### config.mk
export PLATFORM = sky130hd
export DESIGN_NAME = apb_reg_completer
export DESIGN_NICKNAME = d
export VERILOG_FILES = /design/src/rtl/apb_reg_completer.sv
export SDC_FILE = /design/constraint.sdc
export NUM_CORES = 1
export LEC_CHECK = 0
export CORE_ASPECT_RATIO = 1.2
export CORE_UTILIZATION = 40
export DETAILED_ROUTE_END_ITERATION = 16
export HOLD_SLACK_MARGIN = 0.15
export PLACE_DENSITY = 0.79
export SYNTH_ARGS = -nofsm -noshare
export SYNTH_HDL_FRONTEND = slang
export SYNTH_SLANG_ARGS = --single-unit
### constraint.sdc
create_clock -name PCLK -period 5.7 [get_ports PCLK]
set_input_delay 0.57 -clock PCLK [delete_from_list [all_inputs] [get_ports PCLK]]
set_output_delay 0.57 -clock PCLK [all_outputs]
set_load 0.01 [all_outputs]
### src/rtl/apb_reg_completer.sv
// APB completer with a bank of RW control registers, one RO status slot, and wait-state insertion.
// Optional byte-lane write strobes are enabled by defining APB_COMPLETER_PSTRB_EN.
module apb_reg_completer #(
    parameter int          NUM_REGS    = 8,
    parameter int          SEL_IDX     = 0,
    parameter int          WAIT_STATES = 1,
    parameter logic [31:0] RESET_VAL   = 32'h0000_0000
) (
    input  logic                        PCLK,
    input  logic                        PRESETn,
    input  logic [31:0]                 PADDR,
    input  logic [15:0]                 PSEL,
    input  logic                        PENABLE,
    input  logic                        PWRITE,
    input  logic [31:0]                 PWDATA,
`ifdef APB_COMPLETER_PSTRB_EN
    input  logic [3:0]                  PSTRB,
`endif
    output logic [31:0]                 PRDATA,
    output logic                        PREADY,
    output logic                        PSLVERR,
    output logic [32*(NUM_REGS-1)-1:0]  reg_q,
    input  logic [31:0]                 status_i
);

    localparam int         NRW        = NUM_REGS - 1;
    localparam logic [9:0] STATUS_IDX = 10'(NUM_REGS - 1);

    typedef enum logic [1:0] {
        S_IDLE,
        S_SETUP,
        S_WAIT,
        S_DONE
    } state_t;

    state_t      state_q, state_d;
    logic [3:0]  cnt_q, cnt_d;
    logic [31:0] prdata_q, prdata_d;
    logic        pready_q, pready_d;
    logic        pslverr_q, pslverr_d;
    logic [31:0] rw_q [NRW];

    logic        sel;
    logic [9:0]  idx;
    logic        err;
    logic        wrEn;
    logic [31:0] rdata;
    logic [31:0] wrMask;
    logic        unusedBits;

    assign sel        = PSEL[SEL_IDX];
    assign idx        = PADDR[11:2];
    assign err        = (PADDR[1:0] != 2'b00) || ({1'b0, idx} >= 11'(NUM_REGS))
                        || (PWRITE && (idx == STATUS_IDX));
    assign wrEn       = (state_q == S_DONE) && PWRITE && !err;
    assign unusedBits = ^{PADDR[31:12], PSEL};

`ifdef APB_COMPLETER_PSTRB_EN
    assign wrMask = {{8{PSTRB[3]}}, {8{PSTRB[2]}}, {8{PSTRB[1]}}, {8{PSTRB[0]}}};
`else
    assign wrMask = '1;
`endif

    always_comb begin
        rdata = '0;
        if (idx == STATUS_IDX) begin
            rdata = status_i;
        end else begin
            for (int i = 0; i < NRW; i++) begin
                if (idx == 10'(i)) begin
                    rdata = rw_q[i];
                end
            end
        end
    end

    // Outputs are loaded on the edge that enters DONE so they are valid for the whole DONE cycle.
    always_comb begin
        state_d   = state_q;
        cnt_d     = cnt_q;
        pready_d  = 1'b0;
        pslverr_d = 1'b0;
        prdata_d  = '0;
        case (state_q)
            S_IDLE: begin
                if (sel && !PENABLE) begin
                    state_d = S_SETUP;
                end
            end
            S_SETUP: begin
                cnt_d = 4'(WAIT_STATES);
                if (!sel) begin
                    state_d = S_IDLE;
                end else if (PENABLE) begin
                    state_d = (WAIT_STATES > 0) ? S_WAIT : S_DONE;
                end
            end
            S_WAIT: begin
                if (!sel) begin
                    state_d = S_IDLE;
                    cnt_d   = '0;
                end else begin
                    cnt_d = (cnt_q != 4'd0) ? cnt_q - 4'd1 : 4'd0;
                    if (cnt_q <= 4'd1) begin
                        state_d = S_DONE;
                    end
                end
            end
            S_DONE: begin
                state_d = (sel && !PENABLE) ? S_SETUP : S_IDLE;
            end
            default: state_d = S_IDLE;
        endcase
        if (state_d == S_DONE) begin
            pready_d  = 1'b1;
            pslverr_d = err;
            if (!err && !PWRITE) begin
                prdata_d = rdata;
            end
        end
    end

    always_ff @(posedge PCLK or negedge PRESETn) begin
        if (!PRESETn) begin
            state_q   <= S_IDLE;
            cnt_q     <= '0;
            prdata_q  <= '0;
            pready_q  <= 1'b0;
            pslverr_q <= 1'b0;
        end else begin
            state_q   <= state_d;
            cnt_q     <= cnt_d;
            prdata_q  <= prdata_d;
            pready_q  <= pready_d;
            pslverr_q <= pslverr_d;
        end
    end

    // Writes commit on the completion edge, i.e. the edge that leaves DONE.
    always_ff @(posedge PCLK or negedge PRESETn) begin
        if (!PRESETn) begin
            for (int i = 0; i < NRW; i++) begin
                rw_q[i] <= RESET_VAL;
            end
        end else if (wrEn) begin
            for (int i = 0; i < NRW; i++) begin
                if (idx == 10'(i)) begin
                    rw_q[i] <= (rw_q[i] & ~wrMask) | (PWDATA & wrMask);
                end
            end
        end
    end

    for (genvar g = 0; g < NRW; g++) begin : g_flat
        assign reg_q[32*g +: 32] = rw_q[g];
    end

    assign PRDATA  = prdata_q;
    assign PREADY  = pready_q;
    assign PSLVERR = pslverr_q;

endmodule

==> results.sh <==
export IMPL_drt_initial_drc_count=696
export IMPL_vdd_drop_max_uv=290
export IMPL_die_w_um=161
export IMPL_worstPathRequired_ps=6110
export IMPL_cts_sinks=264
export IMPL_initial_core_util_pct=40.7
export IMPL_track_usage_pct=27.0
export IMPL_netlist_area_leader_share_pct=54.6
export IMPL_synth_top_family_by_area="multiplexers"
export IMPL_post_cts_buffers=0
export IMPL_synth_compound_area_share_pct=11.4
export IMPL_slew_violations=0
export IMPL_ctsRootBufferMaster="clkbuf_16"
export IMPL_syn_to_final_growth_pct=38.6
export IMPL_dieArea_um2=30900
export IMPL_p_leak_nw=7.53
export IMPL_final_nets=1402
export IMPL_crit_arrival_ps=3680
export IMPL_clk_latency_ps=540
export IMPL_io_buffers=338
export IMPL_power_total_mw=4.02
export IMPL_die_h_um=192
export IMPL_seq_power_share_pct=47.2
export IMPL_reg2reg_depth=7
export IMPL_core_area_um2=29700
export IMPL_wire_per_inst_um=24.7
export IMPL_power_density_nw_per_um2=240
export IMPL_syn_area_um2=12100
export IMPL_antenna_found_initial=0
export IMPL_swShare_pct=23.9
export IMPL_fin_crit_ps=3270
export IMPL_switchingPower_mw=0.960
export IMPL_synth_area_leaders="dfrtp_1 (55%), mux2_2 (20%), mux2i_1 (4.1%)"
export IMPL_endpoint_kind="flop"
export IMPL_grt_pass1_vias=10217
export IMPL_worst_pin_slew_ps=1200
export IMPL_synth_cell_types=40
export IMPL_fin_skew_ps=13.7
export IMPL_synth_edf_count=0
export IMPL_avgSynthCellArea_um2=12.5
export IMPL_synthSimpleGateAreaFrac_pct=5.93
export IMPL_critical_path_slowest_cell="or4_2"
export IMPL_rsz0062_at_grt="no"
export IMPL_globalplace_congestion=0.774
export IMPL_path_clk_slew_ps=60
export IMPL_wirelength_um=41700
export IMPL_vias=9735
export IMPL_r2r_end="PRDATA[17]"
export IMPL_cts_max_level=1
export IMPL_cts_resized=0
export IMPL_clock_power_share_pct=44.6
export IMPL_outcome="completed"
export IMPL_hpwl_um=26400
export IMPL_synthAdderAreaFrac_pct=0.414
export IMPL_combPwrFrac_pct=8.2
export IMPL_finalHoldViolCount=0
export IMPL_yosysMostFrequentCell="dfrtp_1"
export IMPL_yosysWarnings=0
export IMPL_seq_area_frac_synth_pct=54.6
export IMPL_crit_chain="clkdlybuf4s50_1 -> nor4_4 -> buf_4 -> nand3_2 -> or4_2 -> mux2_1"
export IMPL_drc_errors=0
export IMPL_grt_pass1_wl_um=63000
export IMPL_yosys_area_share_xor_xnor_pct=0
export IMPL_tns_ps=0
export IMPL_syn_num_nets=1088
export IMPL_cts_tree="yes"
export IMPL_timing_fmax_mhz=305
export IMPL_fin_util_pct=56.4
export IMPL_ctsHoldBuffers=0
export IMPL_async_flop_share_pct=100
export IMPL_slew_headroom_pct=19.8
export IMPL_yosysTopAreaCell="dfrtp_1"
export IMPL_cp_max_fo=32
export IMPL_placementRows=69
export IMPL_io_pins=374
export IMPL_rrSetupSlack_ps=2640
export IMPL_maxCapViolations=0
export IMPL_layout_drive_gt1_share_pct=23.1
export IMPL_ant_nets=0
export IMPL_startpoint_type="input pin"
export IMPL_setup_viol=0
export IMPL_synth_common_cells="dfrtp_1 (264), mux2_2 (214), nand2_1 (70)"
export IMPL_timing_worst_setup_path_type="input pin to flop"
export IMPL_hold_path_class="input pin to asynchronous set/reset pin"
export IMPL_cpPeakStageDelay_ps=1130
export IMPL_antenna_cells=0
export IMPL_finalCritPeriodShare_pct=57.4
export IMPL_routed_via_density=5.76
export IMPL_drt_first_pass_iters=5
export IMPL_synth_cells=968
export IMPL_cts_buffers_inserted=27
export IMPL_internal_power_mw=3.06
export IMPL_clock_path_buffers=3
export IMPL_ys_seq_elements=264
export IMPL_r2r_start="state_q[0]"
export IMPL_overflow=0
export IMPL_grt_max_degree=136
export IMPL_muxShareOfSynthArea_pct=24.9
export IMPL_ys_flop_type="dfrtp_1"
==> sequential cells by signal (all words and copies together), names as in the netlist <==
register,flops
PRDATA,32
cnt_q,4
state_q,2
PREADY,1
PSLVERR,1
reg_q,224
==> metal layers <==
metal  global-route usage, %  part of all wire, %  up-vias
met5                       0                    0        -
met4                    10.5                  3.6        0
met3                    6.81                  8.9       95
met2                    45.0                   48      496
met1                    33.7                   39     4915
li1                        -                    -     4229
==> power groups by stage <==
stage	registers (mW)	clock network (mW)	logic, mW
6_report	1.90	1.79	0.329
4_1_cts	1.90	1.81	0.328
5_1_grt	1.90	1.90	0.361
2_1_floorplan	1.93	0	0.145
3_5_place_dp	1.93	0	0.326
3_3_place_gp	1.93	0	0.318
==> through the flow <==
step / instances / cell area, um2 / setup WS [ps] / hold slack (ps)
after detailed placement: 1643 / 15900 / 1920 / 505
final: 1691 / 16800 / 2430 / 135
after global routing: 1691 / 16800 / 2370 / 219
after floorplan: 968 / 12100 / 3370 / 274
after global placement: 1643 / 15900 / 2000 / 490
after CTS: 1691 / 16800 / 2460 / 188
==> cell usage in the layout, fill, tap and decap left out, types with 6 or more instances in the layout <==
cell / count
a211o_1: 16
a211oi_1: 32
a21oi_1: 17
a221oi_1: 16
a222oi_1: 16
a22oi_1: 16
buf_4: 21
clkbuf_1: 6
clkbuf_16: 27
clkbuf_8: 7
clkdlybuf4s50_1: 335
dfrtp_1: 264
mux2_1: 10
mux2_2: 214
mux2i_1: 49
nand2_1: 70
nor2_1: 22
nor2b_1: 17
o21ai_0: 66
o22ai_1: 17
==> final cells by class <==
type	instances	area [um2]
fill	2451	12900
sequential	264	6610
multi-input combinational	627	5220
timing repair buffer	358	3550
clock buffer	40	795
tap	390	488
clock inverter	8	92.6
inverter	4	15.0
==> logic make-up (layout without fill, tap and decap cells) <==
kind of cell,Yosys count,after routing
AO/OA/AOI/OAI,203,203
adder cells (fa/ha/maj),4,4
buffers and inverters,77,410
flip-flops,264,264
multiplexers,273,273
AND/OR/NAND/NOR,147,147
==> critical path, delay by kind of cell <==
kind                   cells  cell delay, ps
muxes                      1             540
buffers and inverters      2             930
and+or+nand+nor            3            1620
==> how the worst max path moves through the flow <==
| stage | start | to | slack, ps |
|---|---|---|---|
| 2_1_floorplan | PADDR[7] | reg_q[25] | 3370 |
| 3_3_place_gp | PADDR[11] | reg_q[27] | 2000 |
| 3_5_place_dp | PADDR[11] | reg_q[27] | 1920 |
| 4_1_cts | PADDR[11] | reg_q[27] | 2460 |
| 5_1_grt | PADDR[11] | reg_q[27] | 2370 |
| 6_report | PADDR[11] | reg_q[27] | 2430 |
Power figures use the tool's default switching activity.
==> variant: new RTL, same flow settings <==
Reset style: synchronous (`PRESETn`), changed in 2 clocked blocks.
--- a/src/rtl/apb_reg_completer.sv
+++ b/src/rtl/apb_reg_completer.sv
@@ -121,5 +121,5 @@
     end
 
-    always_ff @(posedge PCLK or negedge PRESETn) begin
+    always_ff @(posedge PCLK) begin
         if (!PRESETn) begin
             state_q   <= S_IDLE;
@@ -138,5 +138,5 @@
 
     // Writes commit on the completion edge, i.e. the edge that leaves DONE.
-    always_ff @(posedge PCLK or negedge PRESETn) begin
+    always_ff @(posedge PCLK) begin
         if (!PRESETn) begin
             for (int i = 0; i < NRW; i++) begin
Function: differs if PRESETn is asserted again (counterexample within 4 cycles, from zero or initial values and one cycle with PRESETn low); with PRESETn held inactive, the same outputs for 4 cycles.
==> variant against the original RTL <==
Register-to-register slack got worse by 0.09 ns; largest power group unchanged; wire length decreased by 9.3%; sequential cell count unchanged; final area decreased by 2.7%; total power increased by 12%; synthesized area decreased by 2.3%; critical path depth unchanged; sequential power increased by 17%; worst setup slack got worse by 0.13 ns; worst hold slack improved by 0.28 ns; global-route usage decreased by 2.6 points.
==> variant: results (changes against the original RTL) <==
[outcome]
status = complete, no violations  ; unchanged

[routing]
met2_length_um = 19300  ; was 20,100 um
viasPerCell = 5.53  ; was 5.76
finalWirelength_um = 37800  ; was 41,700 um
drt_iter0_drc = 703  ; was 696
first_pass_iters = 5  ; unchanged
met1Wirelength_um = 14100  ; was 16,400 um
top_layer = met5  ; was met4
met3_length_um = 3210  ; was 3720 um

[logic_synthesis]
ys_top_cells_by_count = 228 x nor2_1, 224 x edfxtp_1, 50 x nand2_1, 40 x dfxtp_1, 37 x a21oi_1  ; was 264 x dfrtp_1, 214 x mux2_2, 70 x nand2_1, 66 x o21ai_0, 49 x mux2i_1
synth_area_leaders = edfxtp_1 57%, nor2_1 7.2%, dfxtp_1 6.8%  ; was dfrtp_1 55%, mux2_2 20%, mux2i_1 4.1%
yosys_warnings = 0  ; unchanged
synth_edf_count = 224  ; was 0
syn-num-nets = 1031  ; was 1,088
synthDistinctLibCells = 44  ; was 40
synth-async-reset-ratio_pct = 0  ; was 100%
ys.flop_type = edfxtp_1  ; was dfrtp_1
yosysSeqAreaShare_pct = 63.7  ; was 54.6%

[final_layout]
drive_above_1_share_pct = 16.6  ; was 23.1%
nNetsFinal = 1349  ; was 1,402

[setup_path]
critical-path-max-stage-delay_ns = 0.98  ; was 1.13 ns
cp_slowest_cell = nand2_2  ; was or4_2
cp_max_fo = 33  ; was 32
rr_endpoint = rw_q[0][19]  ; was PRDATA[17]
crit_start = PADDR[9]  ; was PADDR[11]
reg2reg_slack_ns = 2.55  ; was 2.64 ns
cp_top_family = simple AND/OR/NAND/NOR gates  ; unchanged
reg2reg_depth = 5  ; was 7
arrival_ns = 3.56  ; was 3.68 ns
r2r-start = state_q[0]  ; unchanged

[pwr]
intPower_w = 0.00342  ; was 0.00306 W
irDropWorstVdd_v = 0.000168  ; was 0.000290 V
p_leak_nw = 5.77  ; was 7.53 nW

[clocking]
htree_levels = 1  ; unchanged
cts_root_buf = clkbuf_16  ; unchanged
post_cts_resize_count = 0  ; unchanged
cts_buffer_depth = 3  ; unchanged
clkTransAtPathRegs_ns = 0.06  ; about the same

[global_routing]
antenna_found_initial = 1  ; was 0
grt_pass1_vias = 9362  ; was 10,200
grt_pass1_wl_um = 55900  ; was 63,000 um
grt_max_degree = 57  ; was 136
grt_usage_pct = 24.4  ; was 27.0%

[placed_design]
dpl_worst_slack_ns = 1.78  ; was 1.92 ns
post-dp-hpwl_um = 23900  ; was 26,400 um
placed_cell_area_sq_mm = 0.0154  ; was 0.0159 sq mm
routabilityCongestion = 0.791  ; was 0.774

[hold_path]
min_from = PRESETn
worstHoldPathCells = 3
hold_class = in2reg  ; was in2async

[sta]
fin_skew_ns = 0.0109  ; was 0.0137 ns
worst_pin_slew_ns = 1.16  ; was 1.20 ns

variant: changes by cell type in the layout (fill, tap and decap cells not counted), sizes merged, moves of 35 or more:
cell | before | now
dfrtp | 264 | 0
mux2 | 224 | 0
inv | 4 | 39
a21oi | 17 | 68
dfxtp | 0 | 40
edfxtp | 0 | 224
nor2 | 25 | 230
variant: metal layers:
layer	global-route usage, %	up-vias
met5	0	-
li1	-	3958
met3	5.05	85
met2	44.2	497
met4	9.10	2
met1	28.6	4499
variant: layout make-up:
cell class	count	area, sq um
clock buffers	36	729
clock inverters	13	133
fillers	2391	12600
inverters	36	135
multi-input cells	549	3840
flip-flops and latches	264	7530
well taps	385	482
repair buffers	351	3470
variant: how the worst max path moves through the flow:
stage / endpoint / slack [ns] / cells after the start
6_report: rw_q[0][19] / 2.29 / 6
5_1_grt: rw_q[0][19] / 2.07 / 6
4_1_cts: rw_q[0][19] / 2.33 / 6
3_5_place_dp: rw_q[0][28] / 1.78 / 6
3_3_place_gp: rw_q[0][28] / 1.85 / 6
2_1_floorplan: rw_q[6][0] / 0.74 / 2
variant: cell families after synthesis:
group	share of synthesized area [%]
and+or+nand+nor	10.4
muxes	8.81
DFF	63.7
buffers and inverters	4.31
adders and majority gates	0.424
AOI/OAI and AO/OA	12.3
variant: worst min-delay path, stage by stage:
cell and delay (ns):
buf_2 0.15, o31ai_1 0.10, a21oi_2 0.07
variant: through the flow:
| step | utilization, % | hold slack (ns) | cells | power (W) |
|---|---|---|---|---|
| 3_5_place_dp | 53.4 | 0.518 | 1585 | 0.00281 |
| 6_report | 56.4 | 0.414 | 1634 | 0.00451 |
| 5_1_grt | 56.4 | 0.411 | 1634 | 0.00463 |
| 4_1_cts | 56.4 | 0.409 | 1634 | 0.00453 |
| 3_3_place_gp | 53.4 | 0.493 | 1585 | 0.00280 |
| 2_1_floorplan | - | 0.476 | 911 | 0.00253 |
variant: power by group through the flow:
stage          Sequential, W  Combinational (W)  Clock [W]
3_5_place_dp         0.00226           0.000548          0
6_report             0.00222           0.000551    0.00174
5_1_grt              0.00223           0.000583    0.00182
2_1_floorplan        0.00228           0.000245          0
3_3_place_gp         0.00226           0.000539          0
4_1_cts              0.00222           0.000550    0.00175
